[src/rtl/mem_arb_pkg.sv]
// Shared types and default widths for the data-memory arbiter.
// Holds the channel state encoding and an index-width helper.
package mem_arb_pkg;

  localparam int ADDR_BITS_D = 8;
  localparam int DATA_BITS_D = 8;
  localparam int NUM_CONSUMERS_D = 4;
  localparam int NUM_CHANNELS_D = 1;

  typedef enum logic [2:0] {
    IDLE,
    READ_WAIT,
    WRITE_WAIT,
    READ_RELAY,
    WRITE_RELAY
  } arb_state_t;

  function automatic int idx_bits(int n);
    return (n > 1) ? $clog2(n) : 1;
  endfunction

endpackage

[src/rtl/mem_arbiter_if.sv]
// LSU-side and memory-side handshake bundles for mem_arbiter.
// lsu: per-consumer read/write valid/ready; mem: per-channel ports.
interface mem_arb_lsu_if #(
  parameter int N  = 4,
  parameter int AW = 8,
  parameter int DW = 8
);
  logic [N-1:0]         consumer_read_valid;
  logic [N-1:0][AW-1:0] consumer_read_address;
  logic [N-1:0]         consumer_read_ready;
  logic [N-1:0][DW-1:0] consumer_read_data;
  logic [N-1:0]         consumer_write_valid;
  logic [N-1:0][AW-1:0] consumer_write_address;
  logic [N-1:0][DW-1:0] consumer_write_data;
  logic [N-1:0]         consumer_write_ready;

  modport master (
    output consumer_read_valid,
    output consumer_read_address,
    input  consumer_read_ready,
    input  consumer_read_data,
    output consumer_write_valid,
    output consumer_write_address,
    output consumer_write_data,
    input  consumer_write_ready
  );

  modport slave (
    input  consumer_read_valid,
    input  consumer_read_address,
    output consumer_read_ready,
    output consumer_read_data,
    input  consumer_write_valid,
    input  consumer_write_address,
    input  consumer_write_data,
    output consumer_write_ready
  );
endinterface

interface mem_arb_mem_if #(
  parameter int M  = 1,
  parameter int AW = 8,
  parameter int DW = 8
);
  logic [M-1:0]         mem_read_valid;
  logic [M-1:0][AW-1:0] mem_read_address;
  logic [M-1:0]         mem_read_ready;
  logic [M-1:0][DW-1:0] mem_read_data;
  logic [M-1:0]         mem_write_valid;
  logic [M-1:0][AW-1:0] mem_write_address;
  logic [M-1:0][DW-1:0] mem_write_data;
  logic [M-1:0]         mem_write_ready;

  modport master (
    output mem_read_valid,
    output mem_read_address,
    input  mem_read_ready,
    input  mem_read_data,
    output mem_write_valid,
    output mem_write_address,
    output mem_write_data,
    input  mem_write_ready
  );

  modport slave (
    input  mem_read_valid,
    input  mem_read_address,
    output mem_read_ready,
    output mem_read_data,
    input  mem_write_valid,
    input  mem_write_address,
    input  mem_write_data,
    output mem_write_ready
  );
endinterface

[src/rtl/mem_arb_channel.sv]
// One memory channel: pick, forward, relay, release (MEM_ARB_ROUND_ROBIN_EN).
// avail masks consumers claimed elsewhere; grant/done feed the claim map.
module mem_arb_channel
  import mem_arb_pkg::*;
#(
  parameter int NUM_CONSUMERS = NUM_CONSUMERS_D,
  parameter int ADDR_BITS     = ADDR_BITS_D,
  parameter int DATA_BITS     = DATA_BITS_D,
  localparam int N  = NUM_CONSUMERS,
  localparam int IW = idx_bits(NUM_CONSUMERS)
) (
  input  logic                        clk,
  input  logic                        reset,
  input  logic [N-1:0]                rd_req,
  input  logic [N-1:0][ADDR_BITS-1:0] rd_addr,
  input  logic [N-1:0]                wr_req,
  input  logic [N-1:0][ADDR_BITS-1:0] wr_addr,
  input  logic [N-1:0][DATA_BITS-1:0] wr_data,
  input  logic [N-1:0]                avail,
  output logic [N-1:0]                grant,
  output logic [N-1:0]                done,
  output logic                        mem_rv,
  output logic [ADDR_BITS-1:0]        mem_ra,
  input  logic                        mem_rr,
  input  logic [DATA_BITS-1:0]        mem_rd,
  output logic                        mem_wv,
  output logic [ADDR_BITS-1:0]        mem_wa,
  output logic [DATA_BITS-1:0]        mem_wd,
  input  logic                        mem_wr,
  output logic [IW-1:0]               idx,
  output logic                        rd_ready,
  output logic                        wr_ready,
  output logic [DATA_BITS-1:0]        rd_data
);

  arb_state_t    state;
  logic [N-1:0]  req;
  logic          found;
  logic [IW-1:0] pick;
  logic          rel;

`ifdef MEM_ARB_ROUND_ROBIN_EN
  logic [IW-1:0] ptr;
`endif

  assign req = (rd_req | wr_req) & avail;

  always_comb begin
    int j;
    found = 1'b0;
    pick  = '0;
    j     = 0;
    for (int k = 0; k < N; k++) begin
`ifdef MEM_ARB_ROUND_ROBIN_EN
      j = (int'(ptr) + k) % N;
`else
      j = k;
`endif
      if (!found && req[j]) begin
        found = 1'b1;
        pick  = IW'(j);
      end
    end
  end

  assign rel = (state == READ_RELAY && !rd_req[idx])
            || (state == WRITE_RELAY && !wr_req[idx]);

  always_comb begin
    grant = '0;
    done  = '0;
    if (state == IDLE && found) grant[pick] = 1'b1;
    if (rel) done[idx] = 1'b1;
  end

  always_ff @(posedge clk or negedge reset) begin
    if (!reset) begin
      state    <= IDLE;
      idx      <= '0;
      mem_rv   <= 1'b0;
      mem_ra   <= '0;
      mem_wv   <= 1'b0;
      mem_wa   <= '0;
      mem_wd   <= '0;
      rd_ready <= 1'b0;
      wr_ready <= 1'b0;
      rd_data  <= '0;
`ifdef MEM_ARB_ROUND_ROBIN_EN
      ptr      <= '0;
`endif
    end else begin
      unique case (state)
        IDLE: if (found) begin
          idx <= pick;
`ifdef MEM_ARB_ROUND_ROBIN_EN
          ptr <= (int'(pick) == N - 1)
               ? '0 : pick + IW'(1);
`endif
          if (rd_req[pick]) begin
            mem_rv <= 1'b1;
            mem_ra <= rd_addr[pick];
            state  <= READ_WAIT;
          end else begin
            mem_wv <= 1'b1;
            mem_wa <= wr_addr[pick];
            mem_wd <= wr_data[pick];
            state  <= WRITE_WAIT;
          end
        end
        READ_WAIT: if (mem_rr) begin
          mem_rv   <= 1'b0;
          rd_data  <= mem_rd;
          rd_ready <= 1'b1;
          state    <= READ_RELAY;
        end
        WRITE_WAIT: if (mem_wr) begin
          mem_wv   <= 1'b0;
          wr_ready <= 1'b1;
          state    <= WRITE_RELAY;
        end
        READ_RELAY: if (rel) begin
          rd_ready <= 1'b0;
          state    <= IDLE;
        end
        WRITE_RELAY: if (rel) begin
          wr_ready <= 1'b0;
          state    <= IDLE;
        end
        default: state <= IDLE;
      endcase
    end
  end

endmodule

[src/rtl/mem_arbiter.sv]
// Data-memory arbiter: NUM_CONSUMERS LSUs onto NUM_CHANNELS ports.
// Ports: clk, reset (async low), lsu (slave), mem (master); MEM_ARB_ROUND_ROBIN_EN.
module mem_arbiter
  import mem_arb_pkg::*;
#(
  parameter int ADDR_BITS     = ADDR_BITS_D,
  parameter int DATA_BITS     = DATA_BITS_D,
  parameter int NUM_CONSUMERS = NUM_CONSUMERS_D,
  parameter int NUM_CHANNELS  = NUM_CHANNELS_D
) (
  input logic           clk,
  input logic           reset,
  mem_arb_lsu_if.slave  lsu,
  mem_arb_mem_if.master mem
);

  localparam int N  = NUM_CONSUMERS;
  localparam int M  = NUM_CHANNELS;
  localparam int IW = idx_bits(N);

  logic [N-1:0]                claim;
  logic [N-1:0]                granted;
  logic [N-1:0]                freed;
  logic [M-1:0][IW-1:0]        ch_idx;
  logic [M-1:0]                ch_rr;
  logic [M-1:0]                ch_wr;
  logic [M-1:0][DATA_BITS-1:0] ch_rd;
  logic [N-1:0]                rr;
  logic [N-1:0]                wr;
  logic [N-1:0][DATA_BITS-1:0] rd;

  // av narrows channel by channel so lower channels win a consumer.
  for (genvar c = 0; c < M; c++) begin : g_ch
    logic [N-1:0] av;
    logic [N-1:0] gnt;
    logic [N-1:0] dn;
    logic [N-1:0] dn_acc;

    if (c == 0) begin : g_first
      assign av     = ~claim;
      assign dn_acc = dn;
    end else begin : g_next
      assign av     = g_ch[c-1].av & ~g_ch[c-1].gnt;
      assign dn_acc = g_ch[c-1].dn_acc | dn;
    end

    mem_arb_channel #(
      .NUM_CONSUMERS(N),
      .ADDR_BITS(ADDR_BITS),
      .DATA_BITS(DATA_BITS)
    ) u_ch (
      .clk     (clk),
      .reset   (reset),
      .rd_req  (lsu.consumer_read_valid),
      .rd_addr (lsu.consumer_read_address),
      .wr_req  (lsu.consumer_write_valid),
      .wr_addr (lsu.consumer_write_address),
      .wr_data (lsu.consumer_write_data),
      .avail   (av),
      .grant   (gnt),
      .done    (dn),
      .mem_rv  (mem.mem_read_valid[c]),
      .mem_ra  (mem.mem_read_address[c]),
      .mem_rr  (mem.mem_read_ready[c]),
      .mem_rd  (mem.mem_read_data[c]),
      .mem_wv  (mem.mem_write_valid[c]),
      .mem_wa  (mem.mem_write_address[c]),
      .mem_wd  (mem.mem_write_data[c]),
      .mem_wr  (mem.mem_write_ready[c]),
      .idx     (ch_idx[c]),
      .rd_ready(ch_rr[c]),
      .wr_ready(ch_wr[c]),
      .rd_data (ch_rd[c])
    );
  end

  assign granted = ~claim
                 & ~(g_ch[M-1].av & ~g_ch[M-1].gnt);
  assign freed   = g_ch[M-1].dn_acc;

  always_ff @(posedge clk or negedge reset) begin
    if (!reset) claim <= '0;
    else        claim <= (claim | granted) & ~freed;
  end

  // A consumer is owned by at most one channel, so OR-ing is safe.
  always_comb begin
    rr = '0;
    wr = '0;
    rd = '0;
    for (int c = 0; c < M; c++) begin
      if (ch_rr[c]) begin
        rr[ch_idx[c]] = 1'b1;
        rd[ch_idx[c]] = ch_rd[c];
      end
      if (ch_wr[c]) wr[ch_idx[c]] = 1'b1;
    end
  end

  assign lsu.consumer_read_ready  = rr;
  assign lsu.consumer_read_data   = rd;
  assign lsu.consumer_write_ready = wr;

endmodule

[src/flat_wrapper.sv]
// flat-port wrapper written by rule: the top's interface ports become plain ports
module mem_arbiter_flat import mem_arb_pkg::*;
#(
  parameter int ADDR_BITS     = ADDR_BITS_D,
  parameter int DATA_BITS     = DATA_BITS_D,
  parameter int NUM_CONSUMERS = NUM_CONSUMERS_D,
  parameter int NUM_CHANNELS  = NUM_CHANNELS_D
)
  (clk, reset, lsu_consumer_read_valid, lsu_consumer_read_address, lsu_consumer_read_ready, lsu_consumer_read_data, lsu_consumer_write_valid, lsu_consumer_write_address, lsu_consumer_write_data, lsu_consumer_write_ready, mem_mem_read_valid, mem_mem_read_address, mem_mem_read_ready, mem_mem_read_data, mem_mem_write_valid, mem_mem_write_address, mem_mem_write_data, mem_mem_write_ready);
  mem_arb_lsu_if #(.N(4), .AW(8), .DW(8)) lsu_i ();
  mem_arb_mem_if #(.M(1), .AW(8), .DW(8)) mem_i ();
  input logic clk;
  input logic reset;
  input wire logic [$bits(lsu_i.consumer_read_valid)-1:0] lsu_consumer_read_valid;
  input wire logic [$bits(lsu_i.consumer_read_address)-1:0] lsu_consumer_read_address;
  output wire logic [$bits(lsu_i.consumer_read_ready)-1:0] lsu_consumer_read_ready;
  output wire logic [$bits(lsu_i.consumer_read_data)-1:0] lsu_consumer_read_data;
  input wire logic [$bits(lsu_i.consumer_write_valid)-1:0] lsu_consumer_write_valid;
  input wire logic [$bits(lsu_i.consumer_write_address)-1:0] lsu_consumer_write_address;
  input wire logic [$bits(lsu_i.consumer_write_data)-1:0] lsu_consumer_write_data;
  output wire logic [$bits(lsu_i.consumer_write_ready)-1:0] lsu_consumer_write_ready;
  output wire logic [$bits(mem_i.mem_read_valid)-1:0] mem_mem_read_valid;
  output wire logic [$bits(mem_i.mem_read_address)-1:0] mem_mem_read_address;
  input wire logic [$bits(mem_i.mem_read_ready)-1:0] mem_mem_read_ready;
  input wire logic [$bits(mem_i.mem_read_data)-1:0] mem_mem_read_data;
  output wire logic [$bits(mem_i.mem_write_valid)-1:0] mem_mem_write_valid;
  output wire logic [$bits(mem_i.mem_write_address)-1:0] mem_mem_write_address;
  output wire logic [$bits(mem_i.mem_write_data)-1:0] mem_mem_write_data;
  input wire logic [$bits(mem_i.mem_write_ready)-1:0] mem_mem_write_ready;
  assign lsu_i.consumer_read_valid = lsu_consumer_read_valid;
  assign lsu_i.consumer_read_address = lsu_consumer_read_address;
  assign lsu_consumer_read_ready = lsu_i.consumer_read_ready;
  assign lsu_consumer_read_data = lsu_i.consumer_read_data;
  assign lsu_i.consumer_write_valid = lsu_consumer_write_valid;
  assign lsu_i.consumer_write_address = lsu_consumer_write_address;
  assign lsu_i.consumer_write_data = lsu_consumer_write_data;
  assign lsu_consumer_write_ready = lsu_i.consumer_write_ready;
  assign mem_mem_read_valid = mem_i.mem_read_valid;
  assign mem_mem_read_address = mem_i.mem_read_address;
  assign mem_i.mem_read_ready = mem_mem_read_ready;
  assign mem_i.mem_read_data = mem_mem_read_data;
  assign mem_mem_write_valid = mem_i.mem_write_valid;
  assign mem_mem_write_address = mem_i.mem_write_address;
  assign mem_mem_write_data = mem_i.mem_write_data;
  assign mem_i.mem_write_ready = mem_mem_write_ready;
  mem_arbiter #(.ADDR_BITS(ADDR_BITS), .DATA_BITS(DATA_BITS), .NUM_CONSUMERS(NUM_CONSUMERS), .NUM_CHANNELS(NUM_CHANNELS)) u_core (.clk(clk), .reset(reset), .lsu(lsu_i), .mem(mem_i));
endmodule
[config.mk]
export PLATFORM = sky130hd
export DESIGN_NAME = mem_arbiter_flat
export DESIGN_NICKNAME = d
export VERILOG_FILES = /design/src/rtl/mem_arb_pkg.sv /design/src/rtl/mem_arbiter_if.sv /design/src/rtl/mem_arb_channel.sv /design/src/rtl/mem_arbiter.sv /design/src/flat_wrapper.sv
export SDC_FILE = /design/constraint.sdc
export NUM_CORES = 1
export LEC_CHECK = 0
export ABC_AREA = 1
export CAP_MARGIN = 15
export CORE_UTILIZATION = 35
export DETAILED_ROUTE_END_ITERATION = 6
export GPL_TIMING_DRIVEN = 0
export PLACE_DENSITY_LB_ADDON = 0.1
export SLEW_MARGIN = 0
export SYNTH_ARGS = -nofsm -noshare
export SYNTH_HDL_FRONTEND = slang
export SYNTH_HIERARCHICAL = 1
export SYNTH_SLANG_ARGS = --single-unit
[constraint.sdc]
create_clock -name clk -period 2.3 [get_ports clk]
set_clock_uncertainty 0.2 [all_clocks]
set_input_delay 0.46 -clock clk [delete_from_list [all_inputs] [get_ports clk]]
set_output_delay 0.46 -clock clk [all_outputs]
set_load 0.03 [all_outputs]
==> flow_summary.toml, run 1 <==
[clocking]
cts_root_buf = "clkbuf_8"
clk_latency_ns = 0.30
htree_levels = 2
cts_num_sinks = 45
numCtsBuffers = 5
clk_pin_slew_ns = 0.08
cts_max_path_buffers = 2
cts_tree = "yes"

[die]
die_y_um = 100
rows = 35
die-area_um2 = 10000
die_w_um = 100
core_area_um2 = 9280
start_util_pct = 36.3
io_pins = 182

[hold_path]
min-delay-start = "u_core/g_ch[0].u_ch/wr_ready"
min_path_cells = 2
hold_class = "register to register"

[cells_and_area]
fillers = 927
final_cell_mix = "212 x nand2_1, 135 x clkdlybuf4s50_1, 81 x inv_1"
multi_input_area_um2 = 1840
area_growth_pct = 62.2
drive_gt1_share_pct = 14.2
nNetsFinal = 845
diodes = 0
final_common_cell = "nand2_1"
register_area_um2 = 1130
utilization_pct = 58.9
final_cells = 859
final_cell_area_um2 = 5470

[route]
ant_nets = 0
route.detailed.drc = 0
avgViaCountPerCell = 4.57
first_pass_iters = 4
wl_mm = 11.0
vias = 3927
routedWlPerCell_um = 12.9
drt_iter0_markers = 129

[pwr]
total_power_mw = 6.73
p_leak_nw = 2.88
intPower_mw = 3.18
ir_drop_mv = 0.638
power_switching_mw = 3.55
cellPowerDensity_nw_per_um2 = 1230
pwr-share-seq_pct = 20.6
p_clk_share_pct = 7.1
power.share.combinational_pct = 72.2
switching_share_pct = 52.7

[global_routing]
grt_max_degree = 27
grt.total_usage_pct = 22.1
grt_overflow = 0
grt_pass1_vias = 3804
antenna_found_initial = 0
grt_pass1_wl_mm = 17.7

[synth]
yosys_warnings = 6
syn_area_per_cell_um2 = 6.33
ys_ff_latch = 45
netlist_instances = 533
ys.flop_type = "dfrtp_1"
synth_edf_count = 0
syn_area_um2 = 3370
synth.distinct_cells = 28
async_reset_ff_share_pct = 100
synth_nets = 649
yosysSeqAreaShare_pct = 33.4

[critical_path]
path_class = "register to primary output"
crit_chain = "buf_2, nand3_2, nor2_1, clkdlybuf4s15_1"
crit_path_start = "u_core/g_ch[0].u_ch/idx[0]"
r2r_cells = 9
cp.arrival_ns = 1.54
cp-endpoint = "lsu_consumer_read_data[24]"
crit-reg2reg-launch = "u_core/g_ch[0].u_ch/idx[0]"
rrSetupSlack_ns = 0.30
start_kind = "register"
rr_endpoint = "u_core/claim[1]"
cp-end-kind = "primary output"
cp.required_ns = 1.64
critPathMaxFanout = 9
critPathMaxStageDelay_ns = 0.38
cpMaxStageDelayCell = "clkdlybuf4s15_1"

[timing]
slew_headroom_pct = 66.6
final-setup-viol-count = 0
worstMarginPinSlew_ns = 0.502
finalCriticalPeriod_ns = 2.20
finalWorstSetupSlack_ns = 0.0988
tns_ns = 0
final.period_utilization_pct = 95.7
slew_violations = 0
clock.fmax_mhz = 454
final_hold_viol_count = 0
hold_slack_ns = 0.284

[run]
drv_cap = 0

[placement]
dp_slack_ns = -0.399
place.port_buffers = 181
numPlacedInstances = 844
gp_congestion = 0.861
hpwl_mm = 8.88
place_area_um2 = 5360

[outcome]
outcome = "finished, final reports clean"
## logic make-up after synthesis
logic type             after synthesis  synth area share (%)
AOI/OAI and AO/OA                   48                  9.12
buffers and inverters              105                  13.4
DFF                                 45                  33.4
muxes                                8                  2.67
and+or+nand+nor                    327                  41.5
## flip-flops by register name, summed over array words and instances, names as in the netlist, 2 cells and up
name and flops:
u_core/g_ch.u_ch/mem_ra 8, u_core/g_ch.u_ch/mem_wd 8, u_core/claim 4, u_core/g_ch.u_ch/idx 2, u_core/g_ch.u_ch/rd_data 8, u_core/g_ch.u_ch/mem_wa 8
u_core/g_ch.u_ch/state 3
## per-layer routing
layer / vias up / wire length [um] / GRT usage, %
met5: - / 0 / 0
met4: 0 / 156 / 6.35
met3: 13 / 769 / 5.22
met2: 134 / 5590 / 40.0
met1: 1760 / 4530 / 25.8
li1: 2020 / - / -
## power by group through the flow
stage	Clock [mW]	Combinational (mW)	Sequential, mW
final	0.480	4.86	1.39
after floorplan	0	2.75	1.78
after global routing	0.532	5.36	1.44
after detailed placement	0	4.80	1.40
after global placement	0	4.72	1.39
after CTS	0.497	4.75	1.40
## how the worst min path moves through the flow
stage,endpoint
finish,u_core/g_ch[0].u_ch/wr_ready
global route,u_core/g_ch[0].u_ch/wr_ready
CTS,u_core/g_ch[0].u_ch/wr_ready
detailed placement,u_core/claim[3]
global placement,u_core/g_ch[0].u_ch/mem_wv
floorplan,u_core/claim[0]
## worst max-delay path: cells and delay by family, from the launching register on
kind / cells / cell delay (ns)
simple gates: 2 / 0.34
flops: 1 / 0.35
buf+inv: 2 / 0.56
## area by class of cell
class                   count  share of cell area, %
plain buffers              19                   2.84
flip-flops and latches     45                   20.6
well taps                 129                   2.95
multi-input cells         383                   33.6
clock buffers               6                   1.33
clock inverters             2                  0.183
inverters                  86                   6.04
repair buffers            189                   32.4
## repair_timing
item	in CTS	in global routing
gates resized for setup	68	72
cloned	0	1
setup buffers	3	2
setup endpoints to repair	62	65
pin swaps	2	5
hold buffers	1	0
hold endpoints to repair	19	0
## synth_stat cells, types with 3 or more instances
master / count / area [um^2]
dfrtp_1: 45 / 1130
mux2_2: 8 / 90.1
o21ai_0: 19 / 95.1
nand3_1: 29 / 145
nor3_1: 6 / 30.0
nor2_1: 56 / 210
inv_2: 4 / 15.0
inv_1: 81 / 304
buf_2: 7 / 35.0
clkbuf_1: 3 / 11.3
buf_6: 3 / 33.8
buf_4: 6 / 45.0
nor2_2: 5 / 31.3
nand3_2: 4 / 40.0
o211ai_1: 25 / 188
nand2_1: 214 / 803
No activity file was read; power rests on OpenSTA's default activity.
==> inputs of run 2 (changes only) <==
--- a/config.mk
+++ b/config.mk
@@ -7,8 +7,11 @@
 export LEC_CHECK = 0
 export ABC_AREA = 1
 export CAP_MARGIN = 15
-export CORE_UTILIZATION = 35
+export CELL_PAD_IN_SITES_DETAIL_PLACEMENT = 1
+export CELL_PAD_IN_SITES_GLOBAL_PLACEMENT = 1
+export CORE_UTILIZATION = 26
 export DETAILED_ROUTE_END_ITERATION = 6
+export GPL_ROUTABILITY_DRIVEN = 0
 export GPL_TIMING_DRIVEN = 0
 export PLACE_DENSITY_LB_ADDON = 0.1
 export SLEW_MARGIN = 0
==> flow_summary.toml, run 2 (synthesis results as in run 1) <==
[timing]
final-setup-viol-count = 0
rsz0062_at_grt = "yes"
worstMarginPinSlew_ns = 0.592
final.period_utilization_pct = 97.5
slew_headroom_pct = 60.5
clock.fmax_mhz = 446
final_hold_viol_count = 0
slew_violations = 0
finalCriticalPeriod_ns = 2.24
finalWorstSetupSlack_ns = 0.0568

[cells_and_area]
final_common_cell = "nand2_1"
final_cell_mix = "209 x nand2_1, 134 x clkdlybuf4s50_1, 81 x inv_1"
area_growth_pct = 68.1
multi_input_area_um2 = 1870
register_area_um2 = 1130
fillers = 1658
final_cell_area_um2 = 5670
diodes = 0
nNetsFinal = 845
drive_gt1_share_pct = 14.8
final_cells = 902

[critical_path]
critPathMaxStageDelay_ns = 0.37
crit_chain = "buf_2, nor2_2, nand2_4, nor2_1, clkdlybuf4s18_2"
critPathMaxFanout = 9
start_kind = "register"
path_class = "register to primary output"
cpMaxStageDelayCell = "dfrtp_1"
cp.arrival_ns = 1.58
crit_family = "buffers and inverters"
cp.required_ns = 1.64
cp_num_buf_inv = 2
cp-end-kind = "primary output"

[clocking]
cts_tree = "yes"
clk_pin_slew_ns = 0.07
cts_num_sinks = 45
cts_root_buf = "clkbuf_16"
htree_levels = 2
clk_latency_ns = 0.29
numCtsBuffers = 5
cts_max_path_buffers = 2

[die]
start_util_pct = 26.7
core_area_um2 = 12600
die_w_um = 116
rows = 41
io_pins = 182
die_y_um = 116
die-area_um2 = 13400

[global_routing]
grt_pass1_vias = 4217
grt_overflow = 0
antenna_found_initial = 0
grt.total_usage_pct = 19.6
grt_max_degree = 25
grt_pass1_wl_mm = 20.5

[placement]
place.port_buffers = 181
dp_slack_ns = -0.458
numPlacedInstances = 887
place_area_um2 = 5420
hpwl_mm = 10.5

[pwr]
p_leak_nw = 2.91
cellPowerDensity_nw_per_um2 = 1280
ir_drop_mv = 0.407
total_power_mw = 7.27

[route]
avgViaCountPerCell = 4.46
wl_mm = 13.0
route.detailed.drc = 0
vias = 4024
routedWlPerCell_um = 14.4
first_pass_iters = 4
ant_nets = 0
drt_iter0_markers = 81

[hold_path]
hold_class = "register to register"

[run]
drv_cap = 0

[outcome]
outcome = "finished, final reports clean"
-- run 2: cell count changes in the layout (fill, tap and decap cells not counted), moves of 3 or more --
cell             previous run  this run
clkbuf_8                    5         1
nand3_4                     2         5
clkbuf_16                   0         5
nor2_4                      5         2
clkbuf_2                   25        12
buf_2                       7        14
clkdlybuf4s15_2             8        15
nand3_2                     6         2
nand2_1                   212       209
-- run 2: worst paths after layout --
check,startpoint,to,slack (ns),depth (start not counted)
min in group asynchronous,reset,u_core/claim[3],0.50,2
max in group asynchronous,reset,u_core/g_ch[0].u_ch/mem_wa[3],0.85,3
min reg2reg,u_core/g_ch[0].u_ch/mem_ra[0],u_core/g_ch[0].u_ch/mem_ra[0],0.28,2
min,u_core/g_ch[0].u_ch/mem_ra[0],u_core/g_ch[0].u_ch/mem_ra[0],0.28,2
max,u_core/g_ch[0].u_ch/idx[0],lsu_consumer_read_data[5],0.06,5
max reg2reg,u_core/claim[1],u_core/g_ch[0].u_ch/mem_rv,0.27,13
-- run 2: what timing repair did --
item / 4_1_cts / 5_1_grt
gates cloned: 0 / 1
resized for setup: 98 / 63
endpoints found under the hold margin: 9 / 0
pin swaps: 2 / 9
hold buffers: 1 / 0
setup buffers: 0 / 5
setup endpoints to repair: 68 / 64
-- run 2: report_power, final --
| group | switching (mW) | internal [mW] |
|---|---|---|
| Clock | 0.308 | 0.543 |
| Sequential | 0.236 | 1.17 |
| Combinational | 3.18 | 1.83 |
| Total | 3.72 | 3.54 |
-- run 2: final cells by class --
type | count | area share, %
buffer | 19 | 2.43
clock buffer | 7 | 2.51
clock inverter | 1 | 0.529
inverter | 86 | 5.91
multi-input combinational | 383 | 33.0
sequential | 45 | 19.9
tap | 172 | 3.79
timing repair buffer | 189 | 32.0
-- run 2: tightest hold or removal path: cells and delay by family, from the launching register on --
family           cells  cell delay [ns]
and+or+nand+nor      2             0.10
DFF                  1             0.34
-- run 2: routing by layer --
| layer | GRT usage [%] | up-vias | part of all wire [%] |
|---|---|---|---|
| met3 | 5.81 | 11 | 7.3 |
| met5 | 0 | - | 0 |
| met4 | 4.27 | 0 | 1.5 |
| met1 | 21.5 | 1870 | 39 |
| li1 | - | 2023 | - |
| met2 | 37.0 | 120 | 52 |
-- run 2: through the flow --
step | hold slack (ns) | utilization, % | TNS [ns]
after CTS | 0.283 | 44.5 | -0.0367
after global routing | 0.308 | 44.9 | -0.366
after global placement | 0.257 | 42.8 | -54.49
final | 0.279 | 44.9 | 0
after floorplan | -0.0356 | - | 0
after detailed placement | 0.266 | 42.9 | -15.93
